[src/rtl/mux8_rr_arbiter.sv]
// -----------------------------------------------------------------------------
// mux8_rr_arbiter
//
// Round-robin arbiter for one 8:1 mux-selected resource shared by 8
// requesters. Requester i maps to mux input i, so {sel2,sel1,sel0} = i.
// A grant is held until the owner drops its request. On release, the next
// owner is picked in the same cycle, so there is no idle bubble.
//
// Optional feature (macro ARB_TIMEOUT_EN):
//   An owner that has held the grant for HOLD_MAX cycles while another
//   requester waits is preempted. preempt pulses for one cycle when this
//   happens. When the macro is undefined, preempt is tied low and a grant
//   lasts until the owner releases it.
//
// Handshake: req[i] is a level. A requester keeps req[i] high until it
// sees gnt[i], and holds it for as long as it wants the resource. The grant
// ends at the first clock edge that samples req[i] low. Outputs change only
// on clock edges.
//
// Parameters:
//   HOLD_MAX     maximum hold cycles under contention (2..255), timeout only
//
// Ports:
//   clk          system clock, rising edge
//   reset_n      asynchronous active-low reset
//   req[7:0]     request per requester
//   gnt[7:0]     one-hot grant, zero when idle
//   sel0/1/2     mux select = granted index; holds the last index when idle
//   busy         high while a grant is active
//   preempt      one-cycle pulse on a timeout revocation
//   state_dbg_o  FSM state (0 = IDLE, 1 = GRANT)
// -----------------------------------------------------------------------------
module mux8_rr_arbiter #(
  parameter int unsigned HOLD_MAX = 16
) (
  input  logic       clk,
  input  logic       reset_n,
  input  logic [7:0] req,
  output logic [7:0] gnt,
  output logic       sel0,
  output logic       sel1,
  output logic       sel2,
  output logic       busy,
  output logic       preempt,
  output logic       state_dbg_o
);

  if (HOLD_MAX < 2 || HOLD_MAX > 255) begin : g_bad_hold_max
    $error("mux8_rr_arbiter: HOLD_MAX must be in 2..255");
  end

  typedef enum logic {
    IDLE  = 1'b0,
    GRANT = 1'b1
  } state_t;

  state_t     state_q, state_d;
  logic [7:0] gnt_q, gnt_d;
  logic [2:0] sel_q, sel_d;
  logic [2:0] last_q, last_d;
  logic       busy_q, busy_d;

  logic [7:0] req_others;
  logic [7:0] req_cand;
  logic [3:0] pick;
  logic       new_grant;

  // Returns {found, index} of the first set bit of r, scanning from last+1
  // and wrapping 7 -> 0. The loop runs from the lowest priority offset to
  // the highest, so the closest set bit is the one that remains.
  function automatic logic [3:0] rr_pick(input logic [7:0] r, input logic [2:0] last);
    logic [3:0] res;
    logic [2:0] idx;
    res = 4'b0000;
    for (int i = 8; i >= 1; i--) begin
      idx = last + 3'(i);
      if (r[idx]) res = {1'b1, idx};
    end
    return res;
  endfunction

  // While granted, last_q equals the owner index. Masking the owner means one
  // search covers both the release case (owner bit already low) and the
  // timeout case (owner still requesting but excluded).
  assign req_others = req & ~(8'b1 << sel_q);
  assign req_cand   = (state_q == GRANT) ? req_others : req;
  assign pick       = rr_pick(req_cand, last_q);

`ifdef ARB_TIMEOUT_EN
  localparam logic [7:0] HOLD_MAX_C = 8'(HOLD_MAX);

  logic [7:0] hold_q, hold_d;
  logic       preempt_q, preempt_d;
  logic       hold_full;

  // hold_q counts completed hold cycles; the current cycle is the
  // HOLD_MAX-th once hold_q reaches HOLD_MAX-1.
  assign hold_full = (hold_q >= HOLD_MAX_C - 8'd1);
`endif

  always_comb begin
    state_d   = state_q;
    gnt_d     = gnt_q;
    sel_d     = sel_q;
    last_d    = last_q;
    busy_d    = busy_q;
    new_grant = 1'b0;
`ifdef ARB_TIMEOUT_EN
    preempt_d = 1'b0;
`endif

    case (state_q)
      IDLE: begin
        if (pick[3]) new_grant = 1'b1;
      end
      GRANT: begin
        if (!req[sel_q]) begin
          if (pick[3]) begin
            new_grant = 1'b1;
          end else begin
            state_d = IDLE;
            gnt_d   = 8'h00;
            busy_d  = 1'b0;
          end
`ifdef ARB_TIMEOUT_EN
        end else if (hold_full && pick[3]) begin
          new_grant = 1'b1;
          preempt_d = 1'b1;
`endif
        end
      end
      default: begin
        state_d = IDLE;
        gnt_d   = 8'h00;
        busy_d  = 1'b0;
      end
    endcase

    if (new_grant) begin
      state_d = GRANT;
      gnt_d   = 8'b1 << pick[2:0];
      sel_d   = pick[2:0];
      last_d  = pick[2:0];
      busy_d  = 1'b1;
    end
  end

`ifdef ARB_TIMEOUT_EN
  always_comb begin
    hold_d = hold_q;
    if (new_grant || state_d == IDLE) begin
      hold_d = 8'h00;
    end else if (state_q == GRANT && hold_q < HOLD_MAX_C) begin
      hold_d = hold_q + 8'd1;
    end
  end

  always_ff @(posedge clk or negedge reset_n) begin
    if (!reset_n) begin
      hold_q    <= 8'h00;
      preempt_q <= 1'b0;
    end else begin
      hold_q    <= hold_d;
      preempt_q <= preempt_d;
    end
  end

  assign preempt = preempt_q;
`else
  assign preempt = 1'b0;
`endif

  always_ff @(posedge clk or negedge reset_n) begin
    if (!reset_n) begin
      state_q <= IDLE;
      gnt_q   <= 8'h00;
      sel_q   <= 3'd0;
      last_q  <= 3'd7;
      busy_q  <= 1'b0;
    end else begin
      state_q <= state_d;
      gnt_q   <= gnt_d;
      sel_q   <= sel_d;
      last_q  <= last_d;
      busy_q  <= busy_d;
    end
  end

  assign gnt         = gnt_q;
  assign sel0        = sel_q[0];
  assign sel1        = sel_q[1];
  assign sel2        = sel_q[2];
  assign busy        = busy_q;
  assign state_dbg_o = state_q;

endmodule

[config.mk]
export PLATFORM = sky130hd
export DESIGN_NAME = mux8_rr_arbiter
export DESIGN_NICKNAME = d
export VERILOG_FILES = /design/src/rtl/mux8_rr_arbiter.sv
export SDC_FILE = /design/constraint.sdc
export NUM_CORES = 1
export LEC_CHECK = 0
export CAP_MARGIN = 20
export CORE_MARGIN = 3
export CORE_UTILIZATION = 47
export CTS_CLUSTER_DIAMETER = 150
export DETAILED_ROUTE_END_ITERATION = 10
export GPL_TIMING_DRIVEN = 1
export PLACE_DENSITY = 0.68
export SETUP_SLACK_MARGIN = 0.1
export SLEW_MARGIN = 10
export SYNTH_ARGS = -nofsm -noshare
export SYNTH_HDL_FRONTEND = slang
export SYNTH_SLANG_ARGS = --single-unit
[constraint.sdc]
create_clock -name clk -period 11.1 [get_ports clk]
set_input_delay 1.11 -clock clk [delete_from_list [all_inputs] [get_ports clk]]
set_output_delay 1.11 -clock clk [all_outputs]
set_load 0.01 [all_outputs]
# --- Word-level counts from Yosys, hierarchy flattened ---
# Cells that the tools add are included.
totals:
  regBits: 16
  input_bits: 10
  out_inout_bits: 14
  word_cells: 71
op_classes:
  n_addsub: 7
  n_lt_le_gt_ge: 9
  eq_ne: 2
  n_shift: 2
  n_mux: 41
  bitwise: 3
  n_reduce_logical: 2
op_table:
  columns: ["op", "count"]
  rows:
  - ["2-to-1 mux 8 bit", 5]
  - ["< comparator 3 x 4 -> 1 bit (second input constant)", 9]
  - ["2-to-1 mux 4 bit", 8]
  - ["binary-select mux 1 bit (select 3 bit)", 9]
  - ["2-to-1 mux 1 bit", 18]
  - ["<< shifter 1 x 3 -> 8 bit (first input constant)", 2]
  - ["adder 3 bit (second input constant)", 4]
  - ["AND 8 bit", 1]
  - ["inverter 8 bit", 1]
  - ["adder 3 x 2 -> 3 bit (second input constant)", 2]
  - ["adder 3 x 1 -> 3 bit (second input constant)", 1]
  - ["AND reduction 3 bit", 1]
  - ["inequality test 2 x 1 -> 1 bit (second input constant)", 1]
  - ["inequality test 2 bit (second input constant)", 1]
  - ["one-hot mux 1 bit (2 select lines)", 1]
  - ["nonzero test 2 bit", 1]
  - ["inverter 1 bit", 1]

# --- Depth between registers and ports, before layout ---
# Gate-level depths: netlist (run 1).
logic_depth:
  word_depth: 19
  depth_mapped: 13

# --- Worst setup path after synthesis (run 1) ---
# OpenSTA, ideal clock, no wires.
synth_path:
  path_type: "register to register"
  from: "register last_q[0]"
  to: "register sel_q[2]"
  setup_ps: 125
  arrival_ps: 3457
  required_ps: 10975
  slack_ps: 7518
  stages_incl_launch_ff: 12
  path_buffers: 2
  synth_period_minus_slack_ps: 3582
  cell_sequence: "dfstp_2 -> inv_1 -> buf_1 -> ha_1 -> buf_2 -> mux4_2 -> or2_2 -> a21o_1 -> a32o_2 -> a211oi_2 -> o22ai_2 -> mux2_2"
synth_via:
  elab_chain_cells: 13
  word_cells_on_any_way: 34
synth_rtl:
  columns: ["item", "line", "text"]
  rows:
  - ["start: declaration", "60", "logic [2:0] last_q, last_d;"]
  - ["start signal: assignment", "184", "last_q <= last_d;"]
  - ["adder 3 bit or binary-select mux 1 bit (select 3 bit) (tied branches)", "76, 77", null]
  - ["binary-select mux 1 bit (select 3 bit) or 2-to-1 mux 1 bit (tied branches)", "77", "if (r[idx]) res = {1'b1, idx};"]
  - ["2-to-1 mux 1 bit (implied by the code) or 2-to-1 mux 4 bit (tied branches)", "77", null]
  - ["2-to-1 mux 4 bit (6 in a row)", "77", null]
  - ["2-to-1 mux 4 bit (*)", "77", null]
  - ["2-to-1 mux 1 bit", "114, 118", null]
  - ["2-to-1 mux 1 bit", "117", "if (!req[sel_q]) begin"]
  - ["one-hot mux 1 bit (2 select lines)", "112", "case (state_q)"]
  - ["end signal: assignment", "183", "sel_q <= sel_d;"]
  - ["end: declaration", "59", "logic [2:0] sel_q, sel_d;"]
# Every way passes the cells marked *; elsewhere a longest branch is shown, timed or not. The select of a mux whose other input is x is not followed.
# A chain may end at the register's enable or synchronous reset.

# --- Worst setup path after layout (run 1) ---
layout_path:
  from: "register last_q[0]"
  to: "register gnt_q[5] (netlist: gnt[5])"
layout_via:
  elab_chain_cells: 15
  word_cells_on_any_way: 40
layout_rtl:
  columns: ["item", "line", "text"]
  rows:
  - ["adder 3 bit or binary-select mux 1 bit (select 3 bit) (tied branches)", "76, 77", null]
  - ["binary-select mux 1 bit (select 3 bit) or 2-to-1 mux 1 bit (tied branches)", "77", null]
  - ["2-to-1 mux 1 bit (implied by the code) or 2-to-1 mux 4 bit (tied branches)", "77", null]
  - ["2-to-1 mux 4 bit (6 in a row)", "77", null]
  - ["2-to-1 mux 4 bit (*)", "77", null]
  - ["2-to-1 mux 1 bit", "114, 118", null]
  - ["2-to-1 mux 1 bit", "117", null]
  - ["one-hot mux 1 bit (2 select lines)", "112", null]
  - ["inequality test 2 bit (no source line) (tied with other cells)", null, null]
  - ["AND reduction 3 bit (no source line)", null, null]
  - ["end signal: assignment", "182", "gnt_q <= gnt_d;"]
  - ["end: declaration", "58", "logic [7:0] gnt_q, gnt_d;"]
# Marks and branches as above.

==> impl_metrics.env, run 1 <==
export IMPL_max_cap_violations=0
export IMPL_antenna_found_initial=0
export IMPL_slew_headroom_pct=51.2
export IMPL_synth_net_count=253
export IMPL_hold_violations=0
export IMPL_clock_sinks=16
export IMPL_hold_buffers=0
export IMPL_area_growth_pct=9.13
export IMPL_arrival_ns=4.35
export IMPL_dp_hpwl_mm=4.80
export IMPL_syn_inst=241
export IMPL_final_common_cell="nand2_1"
export IMPL_layout_min_cycle_time_ns=4.22
export IMPL_wl_mm=6.54
export IMPL_initial_core_util_pct=49.2
export IMPL_rsz0062_at_grt="false"
export IMPL_final_cell_mix="nand2_1 (26), clkdlybuf4s50_1 (22), mux4_2 (20), a21oi_1 (13), dfrtp_1 (13)"
export IMPL_hp_class="flip-flop to flip-flop"
export IMPL_drt_initial_drc_count=231
export IMPL_slew_violations=0
export IMPL_core_area_um2=4790
export IMPL_gp_congestion=0.930
export IMPL_drc_errors=0
export IMPL_wl_per_cell_um=20.8
export IMPL_final_setup_skew_ns=0.00195
export IMPL_antennaDiodeCount=0
export IMPL_drive_gt1_share_pct=24.2
export IMPL_clockBufferDepth=2
export IMPL_fin_nets=261
export IMPL_worst_path_largest_cell_delay_ns=0.84
export IMPL_synth_cell_types=67
export IMPL_async_flop_share_pct=100
export IMPL_overflow=0
export IMPL_antenna_left=0
export IMPL_cp_num_buf_inv=2
export IMPL_r2r_start="last_q[0]"
export IMPL_synth_edf_count=0
export IMPL_synthesis_area_um2=2360
export IMPL_critPathRequiredTime_ns=11.24
export IMPL_vias=2161
export IMPL_die_x_um=76.8
export IMPL_synth_ff_type="dfrtp_1"
export IMPL_grt_pass1_wl_mm=10.8
export IMPL_num_rows=25
export IMPL_seq_area_frac_synth_pct=17.2
export IMPL_portBuffers=22
export IMPL_end_kind="flip-flop"
export IMPL_syn_avg_cell_area_um2=9.78
export IMPL_htreeDepth=1
export IMPL_ys_ff_latch=16
export IMPL_status="finished, final reports clean"
export IMPL_grtUsageTotal_pct=22.3
export IMPL_ff2ff_setup_slack_ns=6.88
export IMPL_cts_tree="done"
export IMPL_fill_cells=439
export IMPL_die_area_um2=5900
export IMPL_path_class="flip-flop to flip-flop"
export IMPL_first_global_vias=2091
export IMPL_period_share_pct=38.0
export IMPL_vias_per_cell=6.86
export IMPL_numCtsBuffers=3
export IMPL_worst_slew_pin_slew_ns=0.727
export IMPL_die_h_um=76.8
export IMPL_yosysWarnings=0
export IMPL_dr_pass1_iters=4
export IMPL_grt_max_degree=25
export IMPL_post_cts_repair_setup_buffers=0
export IMPL_path_delay_family="compound AO/OA/AOI/OAI gates"
export IMPL_min_from="busy"
export IMPL_cp_start_kind="flip-flop"
export IMPL_crit_fanout=24
export IMPL_worstPathCellList="inv_1, ha_1, inv_2, mux4_2, mux2_2, and3_1, a2111oi_2, o22ai_2, a32o_1"
export IMPL_io_pins=24
export IMPL_crit_slowest_cell="dfstp_2"
export IMPL_critPathLaunch="last_q[0]"
export IMPL_fmax_mhz=237
export IMPL_setup_violations=0
export IMPL_cts_clk_slew_worst_paths_ns=0.06
export IMPL_root_buffer="clkbuf_8"
export IMPL_clk_insertion_delay_late_ns=0.25
export IMPL_ctsResizeCount=0
export IMPL_fin_setup_tns_ns=0
-- final timing paths --
path,end,cells past startpoint
worst max-delay path,gnt[5],9
worst min-delay path,busy,1
worst max register to register,gnt[5],9
worst min register to register,busy,1
max in group asynchronous,gnt[3],1
min in group asynchronous,gnt[0],1
-- worst reg2reg max path, stage by stage (launching register included) --
cell and delay, ns:
dfstp_2 0.84, inv_1 0.44, ha_1 0.76, inv_2 0.24, mux4_2 0.49, mux2_2 0.30, and3_1 0.20, a2111oi_2 0.36
o22ai_2 0.20, a32o_1 0.28
-- cell families (layout without fill, tap and decap cells) --
logic type | Yosys count | in the layout | synth area share, %
and+or+nand+nor | 84 | 84 | 23.0
AOI/OAI and AO/OA | 74 | 74 | 25.1
muxes | 31 | 31 | 24.6
buffers and inverters | 30 | 37 | 7.86
DFF | 16 | 16 | 17.2
xor gates and xnor gates | 3 | 3 | 1.12
adders and majority gates | 2 | 2 | 1.06
other | 1 | 1 | 0.159
-- layer usage --
| metal | track usage, % | wire length [µm] | up-vias |
|---|---|---|---|
| met5 | 0 | 0 | - |
| met4 | 4.89 | 59 | 0 |
| met3 | 4.34 | 599 | 6 |
| met2 | 34.3 | 3110 | 118 |
| met1 | 32.4 | 2760 | 1067 |
| li1 | - | - | 970 |
-- sequential cells by signal, indices dropped and copies added (netlist names) --
signal       flops
state_dbg_o      1
last_q           3
busy             1
sel_q            3
gnt              8
-- per-stage QoR --
step / instance area [µm²] / cells / hold WS, ns / util [%] / setup WS [ns]
2_1_floorplan: 2360 / 241 / 0.517 / - / 7.52
3_3_place_gp: 2520 / 311 / 0.463 / 52.6 / 6.92
3_5_place_dp: 2520 / 311 / 0.466 / 52.6 / 6.90
4_1_cts: 2570 / 315 / 0.480 / 53.7 / 6.88
5_1_grt: 2570 / 315 / 0.516 / 53.7 / 6.60
6_report: 2570 / 315 / 0.476 / 53.7 / 6.88
-- final cells by class --
class | count | area [µm²] | share of cell area [%]
clock buffer | 4 | 55.1 | 2.14
inverter | 11 | 41.3 | 1.61
multi-input combinational | 195 | 1770 | 68.7
sequential | 16 | 404 | 15.7
tap | 67 | 83.8 | 3.26
timing repair buffer | 22 | 220 | 8.56
-- cells in the mapped netlist (5+ instances only) --
master,count,area (µm²)
mux4_2,20,450
a21oi_1,13,65.1
dfrtp_1,13,325
nand3_1,5,25.0
o221ai_1,5,43.8
buf_6,6,67.6
nand2_1,26,97.6
a211oi_1,5,37.5
mux2_2,5,56.3
nand2b_1,9,56.3
inv_1,7,26.3
nor2_1,11,41.3
o21ai_0,12,60.1
mux2i_1,5,50.1
Power of run 1 is left out: the tool's default activity adds up to more than one toggle a clock period on the data nets, which glitch-free logic cannot reach.
==> run 2, diff against run 1 <==
Clock period 11.1 ns to 4.4 ns, I/O delays scaled along.
==> run 2 against run 1 <==
- global-route usage up 0.82 points
- count of clock-buffer cells in the layout unchanged
- worst setup slack worse by 6.1 ns
- non-clock buffer count up 4
- first-iteration DRC count up 30%
- register-to-register slack worse by 6.1 ns
- cell count up 1.3%
- fmax up 17%
- core utilization up 0.42 points
==> impl_metrics.env, run 2 (synthesis gave the netlist of run 1 again) <==
export IMPL_cpMostUsedCell="a2111oi_2"
export IMPL_gp_congestion=0.955
export IMPL_register_area_um2=404
export IMPL_critPathRequiredTime_ns=4.53
export IMPL_wl_mm=6.79
export IMPL_final_setup_skew_ns=0.00329
export IMPL_fin_nets=265
export IMPL_hold_buffers=0
export IMPL_vias_per_cell=6.86
export IMPL_highest_layer="met4"
export IMPL_fin_setup_tns_ns=0
export IMPL_wl_per_cell_um=21.3
export IMPL_largest_reg_flops=8
export IMPL_arrival_ns=3.73
export IMPL_clockBufferDepth=2
export IMPL_grt_max_degree=24
export IMPL_drive_gt1_share_pct=25.0
export IMPL_crit_slowest_cell="xnor2_1"
export IMPL_worst_slew_pin_slew_ns=0.741
export IMPL_hp_class="flip-flop to flip-flop"
export IMPL_dpl_cell_area_um2=2550
export IMPL_post_cts_repair_setup_buffers=0
export IMPL_cts_clk_slew_worst_paths_ns=0.06
export IMPL_die_area_um2=5900
export IMPL_dp_hpwl_mm=4.93
export IMPL_drt_initial_drc_count=301
export IMPL_overflow=0
export IMPL_stdcell_count=319
export IMPL_setup_violations=0
export IMPL_cp_start_kind="flip-flop"
export IMPL_grtUsageTotal_pct=23.1
export IMPL_crit_fanout=9
export IMPL_dp_cells=315
export IMPL_die_h_um=76.8
export IMPL_num_rows=25
export IMPL_period_share_pct=81.8
export IMPL_numCtsBuffers=3
export IMPL_met2WireLength_mm=3.13
export IMPL_end_kind="flip-flop"
export IMPL_met1_length_mm=2.99
export IMPL_multi_input_area_um2=1770
export IMPL_clock_sinks=16
export IMPL_antenna_left=0
export IMPL_layout_min_cycle_time_ns=3.60
export IMPL_clk_insertion_delay_late_ns=0.24
export IMPL_hold_path_end="busy"
export IMPL_cts_tree="done"
export IMPL_antenna_found_initial=0
export IMPL_antennaDiodeCount=0
export IMPL_area_growth_pct=9.98
export IMPL_r2r_end="sel_q[1]"
export IMPL_r2r_start="last_q[1]"
export IMPL_path_class="flip-flop to flip-flop"
export IMPL_worstPathCellList="clkinv_1, buf_4, ha_1, xnor2_1, nand3_1, a211o_1, o2111a_1, a2111oi_2, a2111oi_2, o22ai_2, inv_2, mux2_2"
export IMPL_slew_headroom_pct=50.6
export IMPL_initial_core_util_pct=49.2
export IMPL_status="finished, final reports clean"
export IMPL_drc_errors=0
export IMPL_min_from="busy"
export IMPL_holdPathStages=1
export IMPL_ctsResizeCount=0
export IMPL_htreeDepth=1
export IMPL_fill_cells=430
export IMPL_dr_pass1_iters=5
export IMPL_grt_pass1_wl_mm=11.2
export IMPL_worst_path_largest_cell_delay_ns=0.58
export IMPL_root_buffer="clkbuf_8"
export IMPL_slew_violations=0
export IMPL_final_area_um2=2590
export IMPL_vias=2187
export IMPL_fmax_mhz=278
export IMPL_wl_met3_um=586
export IMPL_final_cell_mix="nand2_1 (26), clkdlybuf4s50_1 (22), mux4_2 (20), a21oi_1 (13), dfrtp_1 (13)"
export IMPL_ff2ff_setup_slack_ns=0.80
export IMPL_rsz0062_at_grt="false"
export IMPL_first_global_vias=2131
export IMPL_portBuffers=22
export IMPL_r2r_cells=12
export IMPL_critPathLaunch="last_q[1]"
export IMPL_final_common_cell="nand2_1"
export IMPL_core_area_um2=4790
export IMPL_io_pins=24
export IMPL_hold_violations=0
export IMPL_die_x_um=76.8
export IMPL_max_cap_violations=0
[run 2: cell types whose count changed in the layout (fill, tap and decap cells not counted), sizes merged]
| cell | previous run | this run |
|---|---|---|
| buf | 0 | 4 |
[run 2: worst max path at each step]
stage               end  slack (ns)  depth (start not counted)
3_5_place_dp     gnt[4]        0.86                         10
3_3_place_gp     gnt[4]        0.91                         10
4_1_cts          gnt[4]        0.85                         10
6_report       sel_q[1]        0.80                         12
2_1_floorplan  sel_q[2]        0.82                         11
5_1_grt          gnt[3]        0.57                         11
[run 2: metal layers]
metal  track usage (%)  vias to the layer above
li1                  -                      975
met1              34.1                     1058
met2              35.1                      144
met3              4.93                       10
met4              4.35                        0
met5                 0                        -
[run 2: area by class of cell]
class,count,area share (%)
multi-input combinational,195,68.2
clock buffer,4,1.74
sequential,16,15.6
tap,67,3.24
timing repair buffer,26,9.66
inverter,11,1.59
[run 2: metrics by stage]
step                utilization [%]  hold slack [ns]  worst slack, ns
floorplan                         -            0.144            0.818
global placement               53.2            0.462            0.914
detailed placement             53.2            0.465            0.861
CTS                            54.1            0.479            0.848
global route                   54.1            0.503            0.567
finish                         54.1            0.477            0.799
[run 2: worst max-delay path, delay by kind of cell, from the launching register on]
kind | cells | cell delay, ns
AO/OA/AOI/OAI | 5 | 1.30
XOR/XNOR | 1 | 0.58
adder cells (fa/ha/maj) | 1 | 0.29
buffers and inverters | 3 | 0.33
flip-flops | 1 | 0.53
multiplexers | 1 | 0.27
AND/OR/NAND/NOR | 1 | 0.18
Power of run 2 is left out for the same reason.
==> run 3, diff against run 2 <==
Clock period 4.4 ns to 3.4 ns, I/O delays scaled along.
==> run 3 against run 2 <==
- count of clock-buffer cells in the layout did not move
- first-iteration DRC count fell by 7.0%
- core utilization rose by 3.9 points
- wire length fell by 2.7%
- sequential cell count did not move
- sequential share of layout area fell by 0.86 points
==> impl_metrics.env, run 3 (synthesis gave the netlist of run 1 again) <==
export IMPL_cts_clk_slew_worst_paths_ns=0.06
export IMPL_area_growth_pct=17.8
export IMPL_worstPathCellList="buf_4, nand4b_2, nand2_1, mux4_2, o2111a_1, a2111oi_2, a2111oi_2, o22ai_2, inv_2, mux2_2"
export IMPL_layout_min_cycle_time_ns=3.18
export IMPL_final_common_cell="nand2_1"
export IMPL_antenna_found_initial=0
export IMPL_fin_setup_tns_ns=0
export IMPL_die_x_um=76.8
export IMPL_hp_class="flip-flop to flip-flop"
export IMPL_first_global_vias=2082
export IMPL_cts_tree="done"
export IMPL_cp_start_kind="flip-flop"
export IMPL_io_pins=24
export IMPL_path_class="flip-flop to flip-flop"
export IMPL_hold_buffers=0
export IMPL_rsz0062_at_grt="true"
export IMPL_cp_num_buf_inv=2
export IMPL_worst_path_largest_cell_delay_ns=0.55
export IMPL_num_rows=25
export IMPL_max_cap_violations=0
export IMPL_pre_cts_ws_ns=0.0534
export IMPL_hold_violations=0
export IMPL_core_area_um2=4790
export IMPL_setup_violations=0
export IMPL_clock_sinks=16
export IMPL_grt_max_degree=23
export IMPL_slew_headroom_pct=52.7
export IMPL_critPathRequiredTime_ns=3.53
export IMPL_dr_pass1_iters=6
export IMPL_gp_congestion=0.994
export IMPL_drc_errors=0
export IMPL_worst_slew_pin_slew_ns=0.705
export IMPL_largest_reg_flops=8
export IMPL_stdcell_count=335
export IMPL_overflow=0
export IMPL_crit_slowest_cell="mux4_2"
export IMPL_drive_gt1_share_pct=34.0
export IMPL_postLayoutCoreUtil_pct=58.0
export IMPL_vias_per_cell=6.63
export IMPL_fmax_mhz=315
export IMPL_dp_hpwl_mm=5.05
export IMPL_htreeDepth=1
export IMPL_period_share_pct=93.4
export IMPL_wl_per_cell_um=19.7
export IMPL_end_kind="flip-flop"
export IMPL_post_cts_repair_setup_buffers=0
export IMPL_arrival_ns=3.31
export IMPL_portBuffers=22
export IMPL_final_cell_mix="nand2_1 (25), clkdlybuf4s50_1 (22), mux4_2 (20), buf_4 (19), a21oi_1 (13)"
export IMPL_fin_nets=281
export IMPL_die_area_um2=5900
export IMPL_status="finished, final reports clean"
export IMPL_initial_core_util_pct=49.2
export IMPL_cpMostUsedCell="a2111oi_2"
export IMPL_final_setup_skew_ns=0.00173
export IMPL_wl_mm=6.61
export IMPL_drt_initial_drc_count=280
export IMPL_antenna_left=0
export IMPL_vias=2220
export IMPL_layout_setup_ws_ns=0.223
export IMPL_slew_violations=0
export IMPL_root_buffer="clkbuf_8"
export IMPL_grtUsageTotal_pct=22.9
export IMPL_grt_pass1_wl_mm=10.9
export IMPL_crit_fanout=13
export IMPL_numCtsBuffers=3
export IMPL_die_h_um=76.8
export IMPL_clk_insertion_delay_late_ns=0.25
export IMPL_clockBufferDepth=2
export IMPL_dp_cells=331
export IMPL_antennaDiodeCount=0
export IMPL_path_delay_family="compound AO/OA/AOI/OAI gates"
==> run 3: changes by cell type in the layout (fill, tap and decap cells not counted), moves of 2 or more <==
cell,previous run,this run
buf_4,4,19
ha_1,2,0
dfrtp_1,13,9
dfrtp_2,0,4
==> run 3: timing repair <==
item,4_1_cts,5_1_grt
pin swaps,0,1
resized for setup,1,11
endpoints found under the setup margin,3,11
==> run 3: worst reg2reg max path: cells and delay by family (launching register included) <==
family	cells	cell delay (ns)
AO/OA/AOI/OAI	4	1.14
buffers and inverters	2	0.31
flip-flops	1	0.48
multiplexers	2	0.82
AND/OR/NAND/NOR	2	0.30
==> run 3: layout make-up <==
class	count	area, µm²
clock buffers	4	55.1
fillers	414	2010
inverters	11	45.0
multi-input cells	195	1800
flip-flops and latches	16	409
well taps	67	83.8
repair buffers	42	383
==> run 3: path summary, 6_finish.rpt <==
kind	depth (start not counted)	endpoint	from	slack [ns]
max in group asynchronous	1	state_dbg_o	reset_n	2.41
max	10	sel_q[1]	state_dbg_o	0.22
min in group asynchronous	1	gnt[0]	reset_n	0.51
min	1	busy	busy	0.48
min reg2reg	1	busy	busy	0.48
max reg2reg	10	sel_q[1]	state_dbg_o	0.22
==> run 3: stage by stage <==
| step | hold WS (ns) | cell area [µm²] |
|---|---|---|
| after floorplan | 0.0444 | 2370 |
| after global placement | 0.463 | 2680 |
| after detailed placement | 0.467 | 2680 |
| after CTS | 0.481 | 2740 |
| after global routing | 0.504 | 2780 |
| final | 0.475 | 2780 |
==> run 3: metal layers <==
layer	vias up	GRT usage [%]	routed length [µm]
li1	1007	-	-
met4	0	4.35	91
met2	136	36.3	3130
met1	1066	33.5	2790
met5	-	0	0
met3	11	3.17	597
Power of run 3 is left out for the same reason.
